## src/rtl/sram_initiator_pkg.sv

```systemverilog
// sram_initiator_pkg
//   Shared types and constants for the SRAM port initiator.
//   - state_e      : controller state (INIT zero-fill, RUN normal traffic)
//   - DEF_*        : default word width / address width of the target macro
//   - IDLE_*       : macro command levels driven when no command is issued
package sram_initiator_pkg;

    typedef enum logic {
        INIT = 1'b0,
        RUN  = 1'b1
    } state_e;

    localparam int DEF_DATA_WIDTH = 32;
    localparam int DEF_ADDR_WIDTH = 7;

    // Idle command: chip deselected, write disabled; addr0/din0 idle at zero.
    localparam logic IDLE_CSB = 1'b1;
    localparam logic IDLE_WEB = 1'b1;

endpackage

```

## src/rtl/sram_rsp_fifo.sv

```systemverilog
// sram_rsp_fifo
//   Two-entry synchronous response FIFO. The head entry is held in its own
//   register so rdata_o comes straight from a flop and stays stable while
//   the consumer stalls.
// Ports:
//   clk, rst_n    clock, async active-low reset (clears contents and count)
//   push_i        write push_data_i into the queue
//   push_data_i   data to enqueue
//   pop_i         consumer takes the head entry (ignored when empty)
//   rdata_o       head entry
//   valid_o       queue not empty
//   full_o        two entries held
//   empty_o       no entries held
//   count_o       occupancy 0..2
module sram_rsp_fifo
    import sram_initiator_pkg::*;
#(
    parameter int DATA_WIDTH = DEF_DATA_WIDTH
) (
    input  logic                  clk,
    input  logic                  rst_n,
    input  logic                  push_i,
    input  logic [DATA_WIDTH-1:0] push_data_i,
    input  logic                  pop_i,
    output logic [DATA_WIDTH-1:0] rdata_o,
    output logic                  valid_o,
    output logic                  full_o,
    output logic                  empty_o,
    output logic [1:0]            count_o
);

    logic [DATA_WIDTH-1:0] head_q, head_d;
    logic [DATA_WIDTH-1:0] tail_q, tail_d;
    logic [1:0]            count_q, count_d;
    logic                  do_pop;
    logic                  do_push;

    assign do_pop  = pop_i && (count_q != 2'd0);
    // A push into a full queue is only legal when the head leaves the same cycle.
    assign do_push = push_i && ((count_q != 2'd2) || do_pop);

    always_comb begin
        head_d  = head_q;
        tail_d  = tail_q;
        count_d = count_q;
        case (count_q)
            2'd0: begin
                if (do_push) begin
                    head_d  = push_data_i;
                    count_d = 2'd1;
                end
            end
            2'd1: begin
                if (do_push && do_pop) begin
                    head_d = push_data_i;
                end else if (do_push) begin
                    tail_d  = push_data_i;
                    count_d = 2'd2;
                end else if (do_pop) begin
                    count_d = 2'd0;
                end
            end
            2'd2: begin
                if (do_pop) begin
                    head_d = tail_q;
                    if (do_push) begin
                        tail_d = push_data_i;
                    end else begin
                        count_d = 2'd1;
                    end
                end
            end
            default: count_d = 2'd0;
        endcase
    end

    always_ff @(posedge clk or negedge rst_n) begin
        if (!rst_n) begin
            head_q  <= '0;
            tail_q  <= '0;
            count_q <= 2'd0;
        end else begin
            head_q  <= head_d;
            tail_q  <= tail_d;
            count_q <= count_d;
        end
    end

    assign rdata_o = head_q;
    assign valid_o = (count_q != 2'd0);
    assign full_o  = (count_q == 2'd2);
    assign empty_o = (count_q == 2'd0);
    assign count_o = count_q;

endmodule

```

## src/rtl/sram_port_initiator.sv

```systemverilog
// sram_port_initiator
//   Drives one RW port of an OpenRAM macro from a valid/ready request stream.
//   Reads return through a 2-entry response queue; writes are posted.
//   With INIT_CLEAR=1 the whole array is zero-filled after reset before any
//   request is accepted.
//
//   state | meaning
//   ------+--------------------------------------------------------------
//   INIT  | zero-fill: one write per cycle, address 0..RAM_DEPTH-1
//   RUN   | one macro command per accepted request
//
// Ports:
//   clk, rst_n                  clock, async active-low reset
//   req_valid/req_ready         request handshake
//   req_we, req_addr, req_wdata request fields (1 = write)
//   rsp_valid/rsp_ready         response handshake
//   rsp_rdata                   read data, in request order
//   init_done                   zero-fill finished (or skipped)
//   csb0, web0, addr0, din0     registered macro command (active-low csb/web)
//   dout0                       macro read data, sampled one cycle after a read
module sram_port_initiator
    import sram_initiator_pkg::*;
#(
    parameter int DATA_WIDTH = DEF_DATA_WIDTH,
    parameter int ADDR_WIDTH = DEF_ADDR_WIDTH,
    parameter bit INIT_CLEAR = 1'b1
) (
    input  logic                  clk,
    input  logic                  rst_n,
    input  logic                  req_valid,
    output logic                  req_ready,
    input  logic                  req_we,
    input  logic [ADDR_WIDTH-1:0] req_addr,
    input  logic [DATA_WIDTH-1:0] req_wdata,
    output logic                  rsp_valid,
    input  logic                  rsp_ready,
    output logic [DATA_WIDTH-1:0] rsp_rdata,
    output logic                  init_done,
    output logic                  csb0,
    output logic                  web0,
    output logic [ADDR_WIDTH-1:0] addr0,
    output logic [DATA_WIDTH-1:0] din0,
    input  logic [DATA_WIDTH-1:0] dout0
);

    state_e                state_q, state_d;
    logic [ADDR_WIDTH-1:0] cnt_q, cnt_d;
    logic                  init_done_q;
    logic                  rd_inflight_q, rd_inflight_d;
    logic                  csb_q, csb_d;
    logic                  web_q, web_d;
    logic [ADDR_WIDTH-1:0] addr_q, addr_d;
    logic [DATA_WIDTH-1:0] din_q, din_d;

    logic                  fifo_full;
    logic                  fifo_empty;
    logic [1:0]            fifo_count;
    logic [1:0]            outstanding;
    logic                  rsp_pop;
    logic                  accept;

    // Credits cover the read on the macro plus everything already queued, so
    // an accepted read always has a queue slot by the time its data returns.
    assign outstanding = fifo_count + {1'b0, rd_inflight_q};
    assign rsp_pop     = rsp_valid && rsp_ready;
    assign req_ready   = (state_q == RUN) && init_done_q
                         && !(fifo_full && !rsp_ready)
                         && ((outstanding < 2'd2) || rsp_pop);
    assign accept      = req_valid && req_ready;

    always_comb begin
        state_d       = state_q;
        cnt_d         = cnt_q;
        rd_inflight_d = 1'b0;
        csb_d         = IDLE_CSB;
        web_d         = IDLE_WEB;
        addr_d        = '0;
        din_d         = '0;
        case (state_q)
            INIT: begin
                csb_d  = 1'b0;
                web_d  = 1'b0;
                addr_d = cnt_q;
                cnt_d  = cnt_q + ADDR_WIDTH'(1);
                if (&cnt_q) begin
                    state_d = RUN;
                end
            end
            RUN: begin
                if (accept) begin
                    csb_d         = 1'b0;
                    web_d         = ~req_we;
                    addr_d        = req_addr;
                    din_d         = req_we ? req_wdata : '0;
                    rd_inflight_d = ~req_we;
                end
            end
            default: state_d = INIT;
        endcase
    end

    // init_done trails the INIT->RUN transition by one cycle, which lines the
    // first accept slot up RAM_DEPTH cycles after the first fill command.
    always_ff @(posedge clk or negedge rst_n) begin
        if (!rst_n) begin
            state_q       <= INIT_CLEAR ? INIT : RUN;
            cnt_q         <= '0;
            init_done_q   <= 1'b0;
            rd_inflight_q <= 1'b0;
            csb_q         <= IDLE_CSB;
            web_q         <= IDLE_WEB;
            addr_q        <= '0;
            din_q         <= '0;
        end else begin
            state_q       <= state_d;
            cnt_q         <= cnt_d;
            init_done_q   <= (state_q == RUN);
            rd_inflight_q <= rd_inflight_d;
            csb_q         <= csb_d;
            web_q         <= web_d;
            addr_q        <= addr_d;
            din_q         <= din_d;
        end
    end

    sram_rsp_fifo #(
        .DATA_WIDTH (DATA_WIDTH)
    ) u_fifo (
        .clk         (clk),
        .rst_n       (rst_n),
        .push_i      (rd_inflight_q),
        .push_data_i (dout0),
        .pop_i       (rsp_ready),
        .rdata_o     (rsp_rdata),
        .valid_o     (rsp_valid),
        .full_o      (fifo_full),
        .empty_o     (fifo_empty),
        .count_o     (fifo_count)
    );

    assign init_done = init_done_q;
    assign csb0      = csb_q;
    assign web0      = web_q;
    assign addr0     = addr_q;
    assign din0      = din_q;

endmodule

```

## config.mk

```make
export PLATFORM = sky130hd
export DESIGN_NAME = sram_port_initiator
export DESIGN_NICKNAME = d
export VERILOG_FILES = /design/src/rtl/sram_initiator_pkg.sv /design/src/rtl/sram_rsp_fifo.sv /design/src/rtl/sram_port_initiator.sv
export SDC_FILE = /design/constraint.sdc
export NUM_CORES = 1
export LEC_CHECK = 0
export ABC_AREA = 1
export CAP_MARGIN = 5
export CORE_MARGIN = 10
export CORE_UTILIZATION = 42
export DETAILED_ROUTE_END_ITERATION = 12
export HOLD_SLACK_MARGIN = 0.15
export PLACE_DENSITY = 0.76
export SETUP_SLACK_MARGIN = 0.3
export SLEW_MARGIN = 20
export SYNTH_ARGS = -nofsm -noshare
export SYNTH_HDL_FRONTEND = slang
export SYNTH_SLANG_ARGS = --single-unit
export TNS_END_PERCENT = 10
```

## constraint.sdc

```tcl
create_clock -name clk -period 1.3 [get_ports clk]
set_clock_uncertainty 0.05 [all_clocks]
set_input_delay 0.325 -clock clk [delete_from_list [all_inputs] [get_ports clk]]
set_output_delay 0.325 -clock clk [all_outputs]
set_load 0.05 [all_outputs]
```

# ---- After elaboration in Yosys (flattened, before gate mapping)
# Cells that the tools add are included.
dict set report totals {
  ff_bits 117
  latchBits 0
  mem_bits_rw 0
  mem_bits_ro 0
  in_bits 76
  out_inout_bits 76
  elab_cells 73
  n_memories 0
}
dict set report op_classes {
  n_addsub 2
  mul 0
  n_div 0
  n_lt_le_gt_ge 1
  eq_ne 9
  n_shift 0
  n_mux 28
  bitwise_logic 2
  reduce_logical 20
}
# operator count
set ops {}
lappend ops {{2-to-1 mux 32 bit} 9}
lappend ops {{case mux 32 bit (3 select lines)} 1}
lappend ops {{case mux 32 bit (2 select lines)} 1}
lappend ops {{case mux 7 bit (2 select lines)} 1}
lappend ops {{2-to-1 mux 2 bit} 6}
lappend ops {{logical AND 1 bit} 8}
lappend ops {{adder 7 x 1 -> 7 bit, second input constant} 1}
lappend ops {{2-to-1 mux 7 bit} 1}
lappend ops {{AND reduction 7 bit} 1}
lappend ops {{2-to-1 mux 1 bit} 6}
lappend ops {{!= test 2 x 1 -> 1 bit, second input constant} 3}
lappend ops {{!= test 2 bit, second input constant} 3}
lappend ops {{case mux 2 bit (3 select lines)} 1}
lappend ops {{AND reduction 5 bit} 1}
lappend ops {{case mux 1 bit (2 select lines)} 2}
lappend ops {{AND reduction 4 bit} 1}
lappend ops {{nonzero test 2 bit} 2}
lappend ops {{!= test 3 x 2 -> 1 bit, second input constant} 1}
lappend ops {{AND reduction 3 bit} 1}
lappend ops {{nonzero test 3 bit} 1}
lappend ops {{adder 2 x 1 -> 2 bit} 1}
lappend ops {{== test 2 x 1 -> 1 bit, second input constant} 1}
lappend ops {{== test 2 bit, second input constant} 1}
lappend ops {{zero test 1 bit} 2}
lappend ops {{4 further kinds} 6}

# ---- Logic depth before layout (Yosys ltp)
dict set report logic_depth {
  depth_word 8
  mapped_depth 8
  depth_no_buf 7
}

# ---- Cells and area by module
# From an unflattened synthesis, not the netlist that was laid out.
dict set report hier_totals {
  cells_unflattened 597
  hier_area_um2 5079.9
}
# module instances cells_per_inst area_per_inst_um2 seq_area_each_um2
set modules_own_cells {}
lappend modules_own_cells {sram_rsp_fifo 1 404 3062.9 1651.6}
lappend modules_own_cells {sram_port_initiator 1 193 2016.9 1278.7}

# ---- Worst setup path after synthesis
# Ideal clock, no wire load.
dict set report synth_path {
  path_type {flip-flop to output port}
  startpoint {register init_done_q, in the netlist init_done}
  endpoint {output req_ready}
  arrival_ps 1600
  required_time_ps 925
  setup_slack_ps -675
  path_stages_with_launch 5
  path_buffers 0
  cell_sequence {dfrtp_1 -> nand2_1 -> inv_1 -> nand2_1 -> a21oi_1}
}
dict set report synth_between {
  elab_chain_len 3
}
# item line_no
set synth_lines {}
lappend synth_lines {{start, declared} sram_port_initiator.sv:48} ;# logic init_done_q;
lappend synth_lines {{start signal, assigned} sram_port_initiator.sv:117} ;# init_done_q <= (state_q == RUN);
lappend synth_lines {{logical AND 1 bit} sram_port_initiator.sv:66} ;# assign req_ready = (state_q == RUN) && init_done_q
lappend synth_lines {{logical AND 1 bit} sram_port_initiator.sv:67} ;# && !(fifo_full && !rsp_ready)
lappend synth_lines {{logical AND 1 bit} sram_port_initiator.sv:68} ;# && ((outstanding < 2'd2) || rsp_pop);
lappend synth_lines {{end, declared} sram_port_initiator.sv:31} ;# output logic req_ready,
# No other way between the ends.

# ---- Worst setup path after layout
dict set report layout_path {
  startpoint {register rd_inflight_q}
  endpoint {output req_ready}
}
dict set report layout_between {
  elab_chain_len 4
}
# item line_no
set layout_lines {}
lappend layout_lines {{start, declared} sram_port_initiator.sv:49} ;# logic rd_inflight_q, rd_inflight_d;
lappend layout_lines {{start signal, assigned} sram_port_initiator.sv:118} ;# rd_inflight_q <= rd_inflight_d;
lappend layout_lines {{adder 2 x 1 -> 2 bit} sram_port_initiator.sv:64} ;# assign outstanding = fifo_count + {1'b0, rd_inflight_q};
lappend layout_lines {{< comparator 2 bit} sram_port_initiator.sv:68}
lappend layout_lines {{logical OR 1 bit} sram_port_initiator.sv:68}
lappend layout_lines {{logical AND 1 bit} sram_port_initiator.sv:68}
# No other way between the ends.

==> flow_summary.ini <==
[run_status]
status = finished with violations
violations = negative setup slack

[synthesis]
synthTopCellsByCount = nand2_1 (189), dfrtp_1 (115), o21ai_0 (56), inv_1 (41), nand3_1 (34)
ys.flop_type = dfrtp_1
avgSynthCellArea_um2 = 9.07
yosysTopAreaCell = dfrtp_1
yosysWarningCount = 0
synth_nets = 627
netlist_area_mm2 = 0.00499
ys_types = 30
synth_area_leaders = dfrtp_1 (58%), nand2_1 (14%), o21ai_0 (5.6%), nand3_1 (3.4%), inv_1 (3.1%)
ys_seq_area_share_pct = 58.8
async_flop_share_pct = 100
synth_top_area_share_pct = 57.7
synth-edff-count = 0
synth-seq-cells = 117
post_synth_inst_count = 550
synth.most_common_cell = nand2_1

[critical_path]
critical-path-top-delay-family = flip-flops
ff2ff_setup_slack_ns = -0.35
cp_num_cells = 5
cp-start-kind = flip-flop
reg2reg_depth = 8
cp.arrival_ns = 1.38
end_kind = primary output
rr_startpoint = u_fifo.count_o[1]
r2r_end = u_fifo.rdata_o[20]
cpMostUsedCell = nand2_2
path_cells = nand2_2 -> nand2_2 -> nand2_4 -> a21oi_4 -> buf_12
cp_slowest_stage_delay_ns = 0.45
critPathSlowestCell = dfrtp_2
crit_required_ns = 0.93
crit_buf_inv = 1
cp_max_fo = 6
critPathKind = flip-flop to primary output

[clock_tree]
cts_tree = built
cts_buffer_depth = 2
clkSlewWorstSetupHoldPaths_ns = 0.05
clock_sinks = 117
clk_latency_ns = 0.40
h-tree-depth = 4
cts_buffers = 17
root_buffer = clkbuf_16

[sta]
worst_slew_pin_slew_ns = 0.286
hold_violations = 0
fin_tns_setup_ns = -23.40
finalWorstSetupSlack_ns = -0.458
rsz0062_at_grt = yes
setup_viol = 181
max_freq_mhz = 569
final-max-slew-violation-count = 0
hold_ws_ns = 0.311
period_needed_ns = 1.76
slew_headroom_pct = 80.7
post-route-period-util_pct = 135

[place]
pre_cts_slack_ns = -0.486
routabilityCongestion = 0.817
portBuffers = 151
hpwl_um = 10500

[cells_and_area]
syn2layout_area_growth_pct = 71.1
drive_gt1_share_pct = 28.5
fin_nets = 818
antenna_cells = 0
ff_latch_area_mm2 = 0.00294
multi_input_area_mm2 = 0.00180
fill_cells = 762

[flow_run]
cap_violations = 0

[grt]
grt_pass1_wl_um = 24200
antenna_found_initial = 0
grt_pass1_vias = 4850
overflow = 0
grt_max_degree = 65
grt_usage_pct = 18.5

[floorplanning]
die_y_um = 129
num_io_pins = 152
floorplan.initialDensity_pct = 43.3
rows = 39
die_x_um = 129
die_area_mm2 = 0.0166
core-area_mm2 = 0.0115

[detailed_routing]
wl_met1_um = 5180
avgViaCountPerCell = 5.01
met2WireLength_um = 7610
vias = 4483
ant_nets = 0
route.final.wire_length_um = 15000
top_layer_used = met4
post_drt_wl_per_cell_um = 16.7
met3_length_um = 1820
drt_iter0_drc = 441
drt-pass1-iter-count = 5
drc = 0

[pwr]
ir_worst_vdd_uv = 675
total_leakage_power_nw = 4.12
p_per_area_mw_per_mm2 = 1000

[hold_path]
hp-class = input port to asynchronous set/reset pin
[flip-flops by register name (all words and copies together) (netlist names)]
name / flops
cnt_q: 7
u_fifo.rdata_o: 32
rd_inflight_q: 1
addr0: 7
web0: 1
din0: 32
init_done: 1
csb0: 1
u_fifo.tail_q: 32
u_fifo.count_o: 2
state_q: 1
[worst max path at each step]
| stage | from | endpoint | slack, ns |
|---|---|---|---|
| detailed placement | rsp_ready | u_fifo.rdata_o[26] | -0.49 |
| global placement | rsp_ready | din0[7] | -0.42 |
| floorplan | init_done | req_ready | -0.1 |
| CTS | u_fifo.count_o[1] | req_ready | -0.44 |
| global route | rd_inflight_q | req_ready | -0.50 |
| finish | rd_inflight_q | req_ready | -0.46 |
[layout make-up]
| cell class | count | area share (%) |
|---|---|---|
| flip-flops and latches | 117 | 34.4 |
| well taps | 143 | 2.10 |
| repair buffers | 201 | 33.7 |
| clock inverters | 5 | 0.880 |
| clock buffers | 24 | 5.65 |
| multi-input cells | 358 | 21.1 |
| inverters | 46 | 2.17 |
[report_power, final]
group	switching (mW)	internal [mW]	total, mW
logic	0.200	0.274	0.475
clock network	1.49	2.93	4.42
registers	0	3.65	3.65
total	1.69	6.85	8.54
[cells in the final DEF (no fill, tap or decap), drive strengths merged]
cell type and count:
dfstp 2, o21ai 68, ha 1, bufinv 2
dlygate4sd2 1, clkinv 4, nor3b 1, inv 45
nand4 9, or2 1, xor2 5, clkbuf 24
nand2 195, dlygate4sd3 1, nand3 38, xnor2 1
clkdlybuf4s50 73, buf 126, nor2 36, a21oi 2
o211ai 1, dfrtp 115
[kinds of logic (layout without fill, tap and decap cells)]
kind of cell               Yosys count  after routing  synth area share (%)
adders and majority gates            1              1                 0.251
DFF                                117            117                  58.8
AOI/OAI and AO/OA                   71             71                  7.40
and+or+nand+nor                    278            280                  24.2
buffers and inverters               77            276                  8.31
xor gates and xnor gates             6              6                  1.05
[per-layer routing]
metal	GRT usage (%)	vias up
met5	0	-
met2	32.0	204
met1	17.9	2136
met4	7.56	0
met3	10.5	28
li1	-	2115
[repair_timing]
item	CTS	global route
pin swaps	18	7
gates cloned	4	0
hold endpoints to repair	117	0
hold buffers	1	0
gates resized for setup	47	19
setup buffers	10	1
endpoints found under the setup margin	190	216
[stage by stage]
stage | cells | instance area [um^2] | util, % | total power [mW]
after floorplan | 550 | 5010 | - | 3.80
after global placement | 849 | 7590 | 65.9 | 4.16
after detailed placement | 849 | 7590 | 65.9 | 4.18
after CTS | 893 | 8480 | 73.6 | 8.58
after global routing | 894 | 8530 | 74.1 | 8.80
final | 894 | 8530 | 74.1 | 8.54
No activity file was read; power rests on OpenSTA's default activity.
